--- config.mk ---
export PLATFORM = sky130hd
export DESIGN_NAME = fib_seq
export DESIGN_NICKNAME = d
export VERILOG_FILES = /design/src/rtl/fib_seq.sv
export SDC_FILE = /design/constraint.sdc
export NUM_CORES = 1
export LEC_CHECK = 0
export BUFFER_PORTS_ARGS = -buffer_cell sky130_fd_sc_hd__buf_2
export CAP_MARGIN = 20
export CORE_ASPECT_RATIO = 1.2
export CORE_MARGIN = 1.5
export CORE_UTILIZATION = 50
export CTS_CLUSTER_DIAMETER = 150
export CTS_CLUSTER_SIZE = 12
export DETAILED_ROUTE_END_ITERATION = 6
export PLACE_DENSITY = 0.84
export SLEW_MARGIN = 15
export SYNTH_ARGS = -nofsm -noshare
export SYNTH_HDL_FRONTEND = slang
export SYNTH_SLANG_ARGS = --single-unit
--- constraint.sdc ---
create_clock -name clk -period 5.98 [get_ports clk]
set_clock_uncertainty 0.05 [all_clocks]
set_input_delay 0.598 -clock clk [delete_from_list [all_inputs] [get_ports clk]]
set_output_delay 0.598 -clock clk [all_outputs]
set_load 0.03 [all_outputs]
--- src/rtl/fib_seq.sv ---
// fib_seq: iterative Fibonacci-style sequencer.
// Seeds x0=a, y0=b are captured on an accepted start. The block then performs
// n wrapping additions (x,y) -> (y, x+y) and reports the final y on out.
//
// Ports:
//   clk       system clock, all state changes on its rising edge
//   reset     synchronous active-high reset
//   start     run request, accepted only in IDLE
//   a, b      seed terms x0, y0 (WIDTH bits)
//   n         number of addition steps (CNT_W bits)
//   out       registered result of the last completed run
//   busy      high while a run is in progress
//   done      single-cycle completion pulse
//   overflow  sticky carry-out flag for the current or last run
module fib_seq #(
    parameter int unsigned WIDTH = 32,
    parameter int unsigned CNT_W = 8
) (
    input  logic             clk,
    input  logic             reset,
    input  logic             start,
    input  logic [WIDTH-1:0] a,
    input  logic [WIDTH-1:0] b,
    input  logic [CNT_W-1:0] n,
    output logic [WIDTH-1:0] out,
    output logic             busy,
    output logic             done,
    output logic             overflow
);

    typedef enum logic [1:0] {
        IDLE = 2'd0,
        RUN  = 2'd1,
        DONE = 2'd2
    } state_t;

    state_t           state_q;
    state_t           state_d;
    logic [WIDTH-1:0] x_q;
    logic [WIDTH-1:0] x_d;
    logic [WIDTH-1:0] y_q;
    logic [WIDTH-1:0] y_d;
    logic [CNT_W-1:0] cnt_q;
    logic [CNT_W-1:0] cnt_d;
    logic [WIDTH-1:0] out_d;
    logic             ovf_d;
    logic             busy_d;
    logic             done_d;
    logic [WIDTH:0]   sum_c;

    // One extra bit keeps the carry-out of each step visible.
    assign sum_c = {1'b0, x_q} + {1'b0, y_q};

    // Next-state, datapath and output decode.
    always_comb begin
        state_d = state_q;
        x_d     = x_q;
        y_d     = y_q;
        cnt_d   = cnt_q;
        out_d   = out;
        ovf_d   = overflow;

        case (state_q)
            IDLE: begin
                if (start) begin
                    x_d     = a;
                    y_d     = b;
                    cnt_d   = n;
                    ovf_d   = 1'b0;
                    state_d = RUN;
                end
            end
            RUN: begin
                // Zero test happens before decrement, so n = all-ones never wraps.
                if (cnt_q != '0) begin
                    x_d   = y_q;
                    y_d   = sum_c[WIDTH-1:0];
                    cnt_d = cnt_q - CNT_W'(1);
                    if (sum_c[WIDTH]) begin
                        ovf_d = 1'b1;
                    end
                end else begin
                    out_d   = y_q;
                    state_d = DONE;
                end
            end
            DONE: begin
                state_d = IDLE;
            end
            default: begin
                state_d = IDLE;
            end
        endcase

        // Status flags are decoded from the next state so they land in flops
        // aligned with the state register.
        busy_d = (state_d == RUN);
        done_d = (state_d == DONE);
    end

    // State and datapath registers.
    always_ff @(posedge clk) begin
        if (reset) begin
            state_q  <= IDLE;
            x_q      <= '0;
            y_q      <= '0;
            cnt_q    <= '0;
            out      <= '0;
            overflow <= 1'b0;
            busy     <= 1'b0;
            done     <= 1'b0;
        end else begin
            state_q  <= state_d;
            x_q      <= x_d;
            y_q      <= y_d;
            cnt_q    <= cnt_d;
            out      <= out_d;
            overflow <= ovf_d;
            busy     <= busy_d;
            done     <= done_d;
        end
    end

endmodule

# ---- Word-level counts from Yosys, hierarchy flattened
# Cells that the tools add are included.
dict set report word_totals {
  wordCells 39
  register_bits 109
  output_inout_bits 35
  input_bits 75
}
dict set report op_classes {
  muxes 16
  n_reduce_logical 6
  eq_ne 6
  addsub 2
  n_bitwise 1
}
# cell n
set ops {}
lappend ops {{$mux 32} 4}
lappend ops {{$pmux 32 s2} 2}
lappend ops {{$add 32x32->33} 1}
lappend ops {{$mux 8} 2}
lappend ops {{$pmux 8 s2} 1}
lappend ops {{$reduce_bool 8->1} 1}
lappend ops {{$sub 8x1->8 const B} 1}
lappend ops {{$ne 2x2->1 const B} 3}
lappend ops {{$eq 2x1->1 const B} 2}
lappend ops {{$mux 2} 2}
lappend ops {{$pmux 2 s2} 1}
lappend ops {{$reduce_and 4->1} 1}
lappend ops {{$mux 1} 3}
lappend ops {{$reduce_and 3->1} 1}
lappend ops {{$eq 2x2->1 const B} 1}
lappend ops {{$logic_not 2->1} 1}
lappend ops {{$pmux 1 s2} 1}
lappend ops {{$reduce_and 2->1} 1}
lappend ops {{$reduce_bool 2->1} 1}
lappend ops {{$not 1->1} 1}

# ---- Longest topological paths before layout
dict set report depth {
  ltp_word 4
  depth_mapped 11
  depth_no_buf 11
}

# ---- Worst setup path after synthesis
# Ideal clock, no wire load.
dict set report synth_path {
  path_kind {reg-to-reg}
  startpoint {reg y_q[0]}
  endpoint {reg overflow}
  arrival_ps 2473
  n_path_buf 0
  path_stages_with_launch 12
  path_slack_ps 3369
  setup_time_ps 88
  required_time_ps 5842
  synth_period_minus_slack_ps 2611
  path_cell_list {dfxtp_1 ha_1 inv_1 fa_1 and2b_2 o2111ai_2 a2111oi_2 nor3_2 a21oi_4 a211oi_2 o21a_1 nor4_2}
}
dict set report synth_between {
  elab_chain_len 3
}
# element line
set synth_rtl {}
lappend synth_rtl {{from (decl)} 41} ;# logic [WIDTH-1:0] y_q;
lappend synth_rtl {{from (signal assigned)} 115} ;# y_q <= y_d;
lappend synth_rtl {{$add 32x32->33} 52} ;# assign sum_c = {1'b0, x_q} + {1'b0, y_q};
lappend synth_rtl {{$ne 2x2->1 (no line)} --}
lappend synth_rtl {{$reduce_and 4->1 (no line)} --}
lappend synth_rtl {{to (signal assigned)} 118} ;# overflow <= ovf_d;
lappend synth_rtl {{to (decl)} 28} ;# output logic overflow
# No other way between the ends.
# A chain may end at the register's enable or synchronous reset.

# ---- Worst setup path after layout
# Same ends and word-level chain as after synthesis.

==> flow_summary.json <==
{
  "ys_ff_latch": 109,
  "io_buffers": 109,
  "die_w_um": 105,
  "io_pins": 110,
  "yosys_warnings": 0,
  "critPathSlowestCell": "a2111oi_2",
  "numCtsBuffers": 9,
  "synth.distinct_cells": 66,
  "netlist_instances": 813,
  "slew_viol_final": 0,
  "drc": 0,
  "hp-start": "out[1]$_SDFFE_PP0P_",
  "slew_headroom": 0.285,
  "status": "completed",
  "synth_top_area_cell": "dfxtp_1",
  "hold_viol_final": 0,
  "cts_tree": "done",
  "core-area_um2": 12100,
  "netlist_area_um2": 6210,
  "avgSynthCellArea_um2": 7.64,
  "area_growth_pct": 15.0,
  "fin_tns_setup_ps": 0,
  "antenna_found_initial": 0,
  "synth-main-ff-cell": "dfxtp_1",
  "clk_pin_slew_ps": 70,
  "timing.rr.start": "y_q[0]$_SDFFE_PP0P_",
  "worst_pin_slew_ps": 1070,
  "htreeDepth": 3,
  "vdd_drop_max_mv": 0.179,
  "via_per_inst": 5.84,
  "power-per-cell-area_nw_per_um2": 351,
  "vias": 6105,
  "cts_resized": 0,
  "synth_edf_count": 0,
  "grt_pass1_vias": 5683,
  "yosysMostFrequentCell": "nand2_1",
  "cp.arrival_ps": 3100,
  "gr-usage-all-layers": 0.242,
  "avgRoutedWirePerCell_um": 15.4,
  "crit_type": "reg -> reg",
  "placed_cell_area_um2": 6810,
  "fin_nets": 990,
  "initial_utilization": 0.513,
  "seqCellArea_um2": 2180,
  "layout-drive-gt1-share": 0.174,
  "syn-num-nets": 922,
  "ys_seq_area_frac": 0.351,
  "async_flop_share": 0,
  "hold_slack_ps": 399,
  "diodes": 0,
  "timing.critical_path.from_type": "flip-flop",
  "grt_setup_unrepaired": "false",
  "gp_congestion": 0.946,
  "synth_top_area_share": 0.351,
  "rr_worst_depth": 11,
  "finalCriticalPeriod_ps": 2880,
  "grt_first_pass_wirelength_mm": 26.5,
  "cp_data_required_time_ps": 6200,
  "overflow": 0,
  "r2r-end": "overflow$_SDFFE_PP0P_",
  "multi_input_area_um2": 3770,
  "worstSkewPairLatency_ps": 350,
  "report.power.total_mw": 2.51,
  "cts.sinks": 109,
  "dr.pass1.iters": 5,
  "ff2ff_setup_slack_ps": 3100,
  "dieArea_um2": 13100,
  "max_stage_delay_ps": 430,
  "max-cap-violations": 0,
  "whs_endpoint": "out[1]$_SDFFE_PP0P_",
  "hold_depth": 2,
  "rows": 44,
  "cp_cell_sequence": "ha_1, inv_1, fa_1, and2b_2, o2111ai_2, a2111oi_2, nor3_2, a21oi_4, a211oi_2, o21a_1, nor4_2",
  "die_h_um": 125,
  "synth_common_cells": "nand2_1 (181), dfxtp_1 (109), a21oi_1 (79)",
  "hold_buffers": 0,
  "max_freq_mhz": 347,
  "finalSetupViolCount": 0,
  "fillerInstances": 1154,
  "design_area_um2": 7150,
  "ant_nets": 0,
  "finalCritPeriodShare": 0.482,
  "routed_wl_mm": 16.1,
  "hold_class": "reg -> reg",
  "grt_max_degree": 81,
  "cp-end-kind": "flip-flop",
  "dp_hpwl_mm": 11.0,
  "cts_root_buf": "clkbuf_16",
  "power_leakage_nw": 3.12,
  "critPathMaxFanout": 4,
  "clockBufferDepth": 2,
  "drt_first_iter_violations": 491,
  "synth_area_leaders": "dfxtp_1 (35%), nand2_1 (11%), ha_1 (6.6%)",
  "cts_setup_buffers": 0
}
state kept, by name, indices dropped and copies added, names as in the netlist:
name	flops
out	32
state_q	2
overflow	1
done	1
x_q	32
cnt_q	8
busy	1
y_q	32
per-stage QoR:
stage | std cells | worst slack [ps] | util
4_1_cts | 1046 | 3080 | 0.590
6_report | 1046 | 3100 | 0.590
3_3_place_gp | 1031 | 3160 | 0.563
2_1_floorplan | 813 | 3370 | -
5_1_grt | 1046 | 2910 | 0.590
3_5_place_dp | 1031 | 3090 | 0.563
layer usage:
metal | share of wire | global-route usage | vias up
met5 | 0 | 0 | -
met4 | 0.019 | 0.0822 | 0
met3 | 0.049 | 0.0313 | 29
met2 | 0.48 | 0.406 | 213
met1 | 0.45 | 0.321 | 2832
li1 | - | - | 3031
cell type report:
class / instances / area share
Clock buffer: 12 / 0.0373
Clock inverter: 3 / 0.00945
Inverter: 13 / 0.00683
Multi-Input combinational cell: 631 / 0.528
Sequential cell: 109 / 0.305
Tap cell: 161 / 0.0282
Timing Repair Buffer: 117 / 0.0851
how the worst max path moves through the flow:
stage | cells past startpoint | slack [ps] | to | from
6_report | 11 | 3100 | overflow$_SDFFE_PP0P_ | y_q[0]$_SDFFE_PP0P_
5_1_grt | 9 | 2910 | y_q[28]$_SDFFE_PP0P_ | cnt_q[1]$_SDFFE_PP0P_
4_1_cts | 11 | 3080 | overflow$_SDFFE_PP0P_ | y_q[0]$_SDFFE_PP0P_
3_5_place_dp | 11 | 3090 | overflow$_SDFFE_PP0P_ | y_q[0]$_SDFFE_PP0P_
3_3_place_gp | 11 | 3160 | overflow$_SDFFE_PP0P_ | y_q[0]$_SDFFE_PP0P_
2_1_floorplan | 11 | 3370 | overflow$_SDFFE_PP0P_ | y_q[0]$_SDFFE_PP0P_
logic make-up (layout without fill, tap and decap cells):
group                    count (synthesis)  after routing  synth area share
AO/OA/AOI/OAI                          243            243             0.269
XOR/XNOR                                23             23            0.0324
adder cells (fa/ha/maj)                 34             34            0.0697
buffers and inverters                   73            145            0.0463
flip-flops                             109            109             0.351
multiplexers                             1              1           0.00161
AND/OR/NAND/NOR                        330            330             0.230
placed cells by master (no fill, tap or decap), types with 13 or more instances in the layout:
master / netlist / layout
a311oi_1: 42 / 42
a21oi_1: 79 / 78
xor2_1: 14 / 14
inv_1: 13 / 13
nand2_1: 181 / 181
dfxtp_1: 109 / 109
buf_2: 10 / 108
a21o_1: 18 / 18
ha_1: 33 / 33
nor3_1: 15 / 15
a211oi_1: 18 / 18
o21ai_0: 29 / 29
nor2_1: 78 / 78
critical path: cells and delay by family, from the launching register on:
kind | cells | cell delay [ps]
AO/OA/AOI/OAI | 5 | 1140
flip-flops | 1 | 370
buffers and inverters | 1 | 60
AND/OR/NAND/NOR | 3 | 620
adder cells (fa/ha/maj) | 2 | 570
power breakdown:
| group | switching, mW | total [mW] | internal, mW |
|---|---|---|---|
| registers | 0.0962 | 0.930 | 0.834 |
| logic | 0.569 | 0.913 | 0.343 |
| clock network | 0.269 | 0.669 | 0.400 |
| total | 0.935 | 2.51 | 1.58 |
(Power assumes the default switching activity.)
